<file path="config.mk">
export PLATFORM = sky130hd
export DESIGN_NAME = nanorv32_ahb_arbiter
export DESIGN_NICKNAME = d
export VERILOG_FILES = /design/src/rtl/nanorv32_ahb_arbiter.sv
export SDC_FILE = /design/constraint.sdc
export NUM_CORES = 1
export LEC_CHECK = 0
export BUFFER_PORTS_ARGS = -buffer_cell sky130_fd_sc_hd__buf_2
export CAP_MARGIN = 30
export CORE_AREA = 10 10 129 131
export CTS_CLUSTER_SIZE = 30
export DETAILED_ROUTE_END_ITERATION = 8
export DIE_AREA = 0 0 139 141
export PLACE_DENSITY_LB_ADDON = 0.12
export SLEW_MARGIN = 20
export SYNTH_ARGS = -nofsm -noshare
export SYNTH_HDL_FRONTEND = slang
export SYNTH_SLANG_ARGS = --single-unit
</file>
<file path="constraint.sdc">
create_clock -name clk -period 3.3 [get_ports clk]
set_input_delay 0.99 -clock clk [delete_from_list [all_inputs] [get_ports clk]]
set_output_delay 0.99 -clock clk [all_outputs]
set_load 0.02 [all_outputs]
</file>
<file path="src/rtl/nanorv32_ahb_arbiter.sv">
// Two-master AHB-lite arbiter: nanorv32 instruction (I) and data (D) masters
// share one slave port. An uncontested transfer passes through combinationally.
// A losing transfer is buffered, and its data phase is stretched until the
// buffered transfer is replayed on the slave port.
module nanorv32_ahb_arbiter #(
    parameter int unsigned STARVE_MAX = 4
) (
    input  logic        clk,
    input  logic        rst_n,
    // I-side master
    input  logic [31:0] haddri,
    input  logic        htransi,
    input  logic [2:0]  hsizei,
    input  logic [3:0]  hproti,
    output logic [31:0] hrdatai,
    output logic        hreadyi,
    output logic        hrespi,
    // D-side master
    input  logic [31:0] haddrd,
    input  logic        htransd,
    input  logic [2:0]  hsized,
    input  logic [3:0]  hprotd,
    input  logic        hwrited,
    input  logic [31:0] hwdatad,
    output logic [31:0] hrdatad,
    output logic        hreadyd,
    output logic        hrespd,
    // Slave port
    output logic [31:0] haddr,
    output logic [1:0]  htrans,
    output logic [2:0]  hsize,
    output logic [3:0]  hprot,
    output logic        hwrite,
    output logic [31:0] hwdata,
    output logic        hmaster,
    input  logic [31:0] hrdata,
    input  logic        hready,
    input  logic        hresp
);

    localparam logic [3:0] STARVE_LIM = 4'(STARVE_MAX);

    typedef enum logic [1:0] {
        OWN_NONE = 2'd0,
        OWN_I    = 2'd1,
        OWN_D    = 2'd2
    } own_e;

    own_e        dp_own_q, dp_own_d;
    logic [3:0]  starve_q, starve_d;

    // Pending buffers
    logic        pend_i_q, pend_i_d;
    logic [31:0] pa_i_q, pa_i_d;
    logic [2:0]  ps_i_q, ps_i_d;
    logic [3:0]  pp_i_q, pp_i_d;
    logic        pend_d_q, pend_d_d;
    logic [31:0] pa_d_q, pa_d_d;
    logic [2:0]  ps_d_q, ps_d_d;
    logic [3:0]  pp_d_q, pp_d_d;
    logic        pw_d_q, pw_d_d;

    // Last granted address-phase fields, held while the bus is idle
    logic [31:0] haddr_q, haddr_d;
    logic [2:0]  hsize_q, hsize_d;
    logic [3:0]  hprot_q, hprot_d;
    logic        hwrite_q, hwrite_d;
    logic        hmaster_q, hmaster_d;

    logic        live_i, live_d, req_i, req_d, gnt_i, gnt_d, gnt_any;
    logic [31:0] src_addr;
    logic [2:0]  src_size;
    logic [3:0]  src_prot;
    logic        src_write;

    // Master-side ready, response and read data
    always_comb begin
        hreadyi = 1'b1;
        if (dp_own_q == OWN_I)  hreadyi = hready & ~pend_i_q;
        else if (pend_i_q)      hreadyi = 1'b0;
        hreadyd = 1'b1;
        if (dp_own_q == OWN_D)  hreadyd = hready & ~pend_d_q;
        else if (pend_d_q)      hreadyd = 1'b0;
        hrespi  = (dp_own_q == OWN_I) ? hresp : 1'b0;
        hrespd  = (dp_own_q == OWN_D) ? hresp : 1'b0;
        hrdatai = hrdata;
        hrdatad = hrdata;
        hwdata  = (dp_own_q == OWN_D) ? hwdatad : 32'h0;
    end

    // Requests and fixed-priority arbitration with I starvation override
    always_comb begin
        live_i  = htransi & hreadyi & ~pend_i_q;
        live_d  = htransd & hreadyd & ~pend_d_q;
        req_i   = pend_i_q | live_i;
        req_d   = pend_d_q | live_d;
        gnt_d   = hready & req_d & ~(req_i & (starve_q == STARVE_LIM));
        gnt_i   = hready & req_i & ~gnt_d;
        gnt_any = gnt_i | gnt_d;
    end

    // Grant source select: buffered fields take precedence over live inputs
    always_comb begin
        src_addr  = pend_i_q ? pa_i_q : haddri;
        src_size  = pend_i_q ? ps_i_q : hsizei;
        src_prot  = pend_i_q ? pp_i_q : hproti;
        src_write = 1'b0;
        if (gnt_d) begin
            src_addr  = pend_d_q ? pa_d_q : haddrd;
            src_size  = pend_d_q ? ps_d_q : hsized;
            src_prot  = pend_d_q ? pp_d_q : hprotd;
            src_write = pend_d_q ? pw_d_q : hwrited;
        end
    end

    // Slave address-phase outputs
    always_comb begin
        htrans  = gnt_any ? 2'b10 : 2'b00;
        haddr   = gnt_any ? src_addr  : haddr_q;
        hsize   = gnt_any ? src_size  : hsize_q;
        hprot   = gnt_any ? src_prot  : hprot_q;
        hwrite  = gnt_any ? src_write : hwrite_q;
        hmaster = gnt_any ? gnt_d     : hmaster_q;
    end

    // Next-state: buffers, data-phase owner, starvation counter, held fields
    always_comb begin
        pend_i_d  = pend_i_q;
        pa_i_d    = pa_i_q;
        ps_i_d    = ps_i_q;
        pp_i_d    = pp_i_q;
        pend_d_d  = pend_d_q;
        pa_d_d    = pa_d_q;
        ps_d_d    = ps_d_q;
        pp_d_d    = pp_d_q;
        pw_d_d    = pw_d_q;
        dp_own_d  = dp_own_q;
        starve_d  = starve_q;
        haddr_d   = haddr_q;
        hsize_d   = hsize_q;
        hprot_d   = hprot_q;
        hwrite_d  = hwrite_q;
        hmaster_d = hmaster_q;

        if (gnt_i) begin
            pend_i_d = 1'b0;
        end else if (live_i) begin
            pend_i_d = 1'b1;
            pa_i_d   = haddri;
            ps_i_d   = hsizei;
            pp_i_d   = hproti;
        end

        if (gnt_d) begin
            pend_d_d = 1'b0;
        end else if (live_d) begin
            pend_d_d = 1'b1;
            pa_d_d   = haddrd;
            ps_d_d   = hsized;
            pp_d_d   = hprotd;
            pw_d_d   = hwrited;
        end

        if (hready) begin
            if (gnt_d)      dp_own_d = OWN_D;
            else if (gnt_i) dp_own_d = OWN_I;
            else            dp_own_d = OWN_NONE;

            if (gnt_i)
                starve_d = '0;
            else if (req_i && (starve_q != STARVE_LIM))
                starve_d = starve_q + 4'd1;
        end

        if (gnt_any) begin
            haddr_d   = src_addr;
            hsize_d   = src_size;
            hprot_d   = src_prot;
            hwrite_d  = src_write;
            hmaster_d = gnt_d;
        end
    end

    // State registers
    always_ff @(posedge clk or negedge rst_n) begin
        if (!rst_n) begin
            pend_i_q  <= 1'b0;
            pa_i_q    <= '0;
            ps_i_q    <= '0;
            pp_i_q    <= '0;
            pend_d_q  <= 1'b0;
            pa_d_q    <= '0;
            ps_d_q    <= '0;
            pp_d_q    <= '0;
            pw_d_q    <= 1'b0;
            dp_own_q  <= OWN_NONE;
            starve_q  <= '0;
            haddr_q   <= '0;
            hsize_q   <= '0;
            hprot_q   <= '0;
            hwrite_q  <= 1'b0;
            hmaster_q <= 1'b0;
        end else begin
            pend_i_q  <= pend_i_d;
            pa_i_q    <= pa_i_d;
            ps_i_q    <= ps_i_d;
            pp_i_q    <= pp_i_d;
            pend_d_q  <= pend_d_d;
            pa_d_q    <= pa_d_d;
            ps_d_q    <= ps_d_d;
            pp_d_q    <= pp_d_d;
            pw_d_q    <= pw_d_d;
            dp_own_q  <= dp_own_d;
            starve_q  <= starve_d;
            haddr_q   <= haddr_d;
            hsize_q   <= hsize_d;
            hprot_q   <= hprot_d;
            hwrite_q  <= hwrite_d;
            hmaster_q <= hmaster_d;
        end
    end

endmodule

</file>
==> impl_metrics.json <==
{
  "status": "finished clean",
  "worstSetupStartpoint": "htransi",
  "syn_avg_cell_area_um2": 11.9,
  "synth_top_cell_by_area": "dfrtp_1",
  "grtUsageTotal_pct": 19.5,
  "relSlewSlack_pct": 52.7,
  "fin_skew_ps": 6.61,
  "place_hpwl_um": 13800,
  "synth_flop_cell": "dfrtp_1",
  "hold_violations": 0,
  "layout.cells.non_filler": 894,
  "clk_pin_slew_ps": 50,
  "gp_congestion": 0.829,
  "io_buffers": 194,
  "syn_nets": 705,
  "synth_edf_count": 0,
  "worstHoldPathType": "register to register",
  "slew_viol_final": 0,
  "p_seq_share_pct": 35.4,
  "finalWirelength_um": 20200,
  "pre_cts_ws_ps": -250,
  "grt_overflow": 0,
  "tightestPinTransition_ps": 709,
  "cap_violations": 0,
  "timing.rr.start": "starve_q[0]",
  "slowest_stage": "a221o_1",
  "cts_tree": "done",
  "comb_power_share_pct": 37.9,
  "cts_root_buf": "clkbuf_16",
  "tns_ps": 0,
  "crit_buf_inv": 4,
  "power.density_mw_per_mm2": 918,
  "drt_iter0_drc": 261,
  "drc": 0,
  "syn_area_mm2": 0.00659,
  "route.antenna.remaining_nets": 0,
  "p_leak_nw": 4.19,
  "clockPowerShare_pct": 26.7,
  "fin_util_pct": 58.3,
  "synth_commonest_cells": "dfrtp_1, buf_4, mux2_2",
  "power.net_switching_w": 0.00251,
  "antenna_found_initial": 3,
  "grt_pass1_vias": 5281,
  "netlist_instances": 554,
  "total_power_w": 0.00761,
  "reg2reg_slack_ps": 890,
  "slowest_delay_ps": 310,
  "period_needed_ps": 3250,
  "core_mm2": 0.0142,
  "syn2layout_area_growth_pct": 25.7,
  "die-area_mm2": 0.0196,
  "critPathRequiredTime_ps": 2310,
  "cts.sinks": 128,
  "crit_path_end_kind": "primary output",
  "fin_crit_sh_pct": 98.5,
  "placed_cells": 848,
  "drive_above_1_share_pct": 48.9,
  "critPathLaunchType": "input port",
  "swShare_pct": 33.0,
  "reg2reg_depth": 9,
  "synthArstFlopShare_pct": 100,
  "synth.area.top_cells": "dfrtp_1, mux2_2, buf_4",
  "yosys.area.top_type_share_pct": 48.6,
  "yosys_warnings": 0,
  "fin_ws_ps": 50.5,
  "crit_family": "buffers and inverters",
  "via_count": 4830,
  "endpoint": "haddr[3]",
  "grt_max_degree": 62,
  "fillCellCount": 1224,
  "cts_buffer_depth": 2,
  "ys_ff_latch": 128,
  "std_cell_rows": 44,
  "crit_fanout": 19,
  "timing.rr.end": "pa_i_q[6]",
  "htreeDepth": 4,
  "clk_latency_ps": 410,
  "irDropWorstVdd_uv": 408,
  "seq_area_frac_synth_pct": 48.6,
  "rsz0062_at_grt": "true",
  "via_per_inst": 5.40,
  "firstDrtPassIters": 5,
  "cp.depth": 8,
  "fin_nets": 847,
  "crit_chain": "buf_6, nor2_4, buf_6, o221ai_4, buf_12, nor3_1, a221o_1, buf_6",
  "synth_most_common_cell": "dfrtp_1",
  "grt_pass1_wl_um": 30500,
  "crit_arrival_ps": 2260,
  "die_height_um": 141,
  "start_util_pct": 46.4,
  "io_pins": 292,
  "setup_viol": 0,
  "cts_buffers": 17,
  "timing.fmax_ghz": 0.308,
  "intPower_w": 0.00510,
  "die_w_um": 139,
  "wl_per_cell_um": 22.6,
  "synth_cell_types": 38,
  "cp_common_cell": "buf_6",
  "path_class": "input port to primary output"
}
## power by group through the flow
stage	clock, W	sequential [W]	combinational, W
floorplan	0	0.00256	0.00212
global placement	0	0.00266	0.00270
detailed placement	0	0.00270	0.00276
CTS	0.00207	0.00269	0.00285
global route	0.00215	0.00277	0.00312
finish	0.00203	0.00269	0.00289
## per-stage QoR
step / hold WS (ps) / instance area [um^2]
global route: 482 / 8280
CTS: 473 / 8160
finish: 465 / 8290
detailed placement: 458 / 7380
floorplan: 479 / 6590
global placement: 449 / 7380
## cell type report
| type | count | area, um^2 | share of cell area, % |
|---|---|---|---|
| Antenna cell | 2 | 5.00 | 0.0604 |
| Clock buffer | 23 | 498 | 6.01 |
| Clock inverter | 8 | 151 | 1.83 |
| Inverter | 7 | 26.3 | 0.317 |
| Multi-Input combinational cell | 315 | 2720 | 32.9 |
| Sequential cell | 128 | 3210 | 38.7 |
| Tap cell | 184 | 230 | 2.78 |
| Timing Repair Buffer | 227 | 1440 | 17.4 |
## per-layer routing
metal,up-vias,global-route usage [%],part of all wire [%]
li1,2208,-,-
met1,2396,21.8,38
met2,169,33.9,52
met3,55,5.74,7.0
met4,2,8.68,2.5
met5,-,0,0.079
## how the worst min path moves through the flow
stage	from	end	slack (ps)	cells past startpoint
global route	hprot_q[2]	hprot_q[2]	480	1
global placement	haddr_q[15]	haddr_q[15]	450	1
detailed placement	haddr_q[15]	haddr_q[15]	460	1
finish	haddr_q[15]	haddr_q[15]	470	1
floorplan	pa_i_q[20]	pa_i_q[20]	480	1
CTS	haddr_q[15]	haddr_q[15]	470	1
## logic make-up (layout without fill, tap and decap cells)
| family | Yosys count | count (layout) | synth area share, % |
|---|---|---|---|
| fa+ha+maj | 2 | 2 | 0.380 |
| xor+xnor | 2 | 2 | 0.266 |
| buf+inv | 112 | 265 | 11.1 |
| other cells | 1 | 3 | 0.0569 |
| mux | 123 | 123 | 20.7 |
| flops | 128 | 128 | 48.6 |
| compound gates | 122 | 122 | 13.2 |
| simple gates | 64 | 65 | 5.73 |
## repair_timing
action,4_1_cts,5_1_grt
gates cloned,3,3
hold buffers,0,0
setup endpoints to repair,38,26
setup buffers,3,5
hold endpoints to repair,0,0
pin swaps,4,5
gates resized for setup,13,3
## state kept, by name (all words and copies together) (netlist names)
name and count:
dp_own_q 2, haddr_q 32, hmaster_q 1, hprot_q 4, hsize_q 3, hwrite_q 1, pa_d_q 32, pa_i_q 32
pend_d_q 1, pend_i_q 1, pp_d_q 4, pp_i_q 4, ps_d_q 3, ps_i_q 3, pw_d_q 1, starve_q 4
## cell usage in the layout (no fill, tap or decap), drive strengths merged, types with 2 or more instances in the layout
master	Yosys	layout
a21oi	2	2
ha	2	2
diode	0	2
clkbuf	12	25
clkinvlp	0	3
mux2	79	79
and2	34	34
buf	93	224
a21o	38	38
xor2	2	2
nor3	4	4
nand2	5	5
mux2i	44	44
o22ai	35	35
nor2b	3	4
a221o	4	4
o21ai	5	5
a22oi	35	35
bufinv	0	4
nor2	10	10
inv	7	7
dfrtp	128	128
Power figures use the tool's default switching activity.
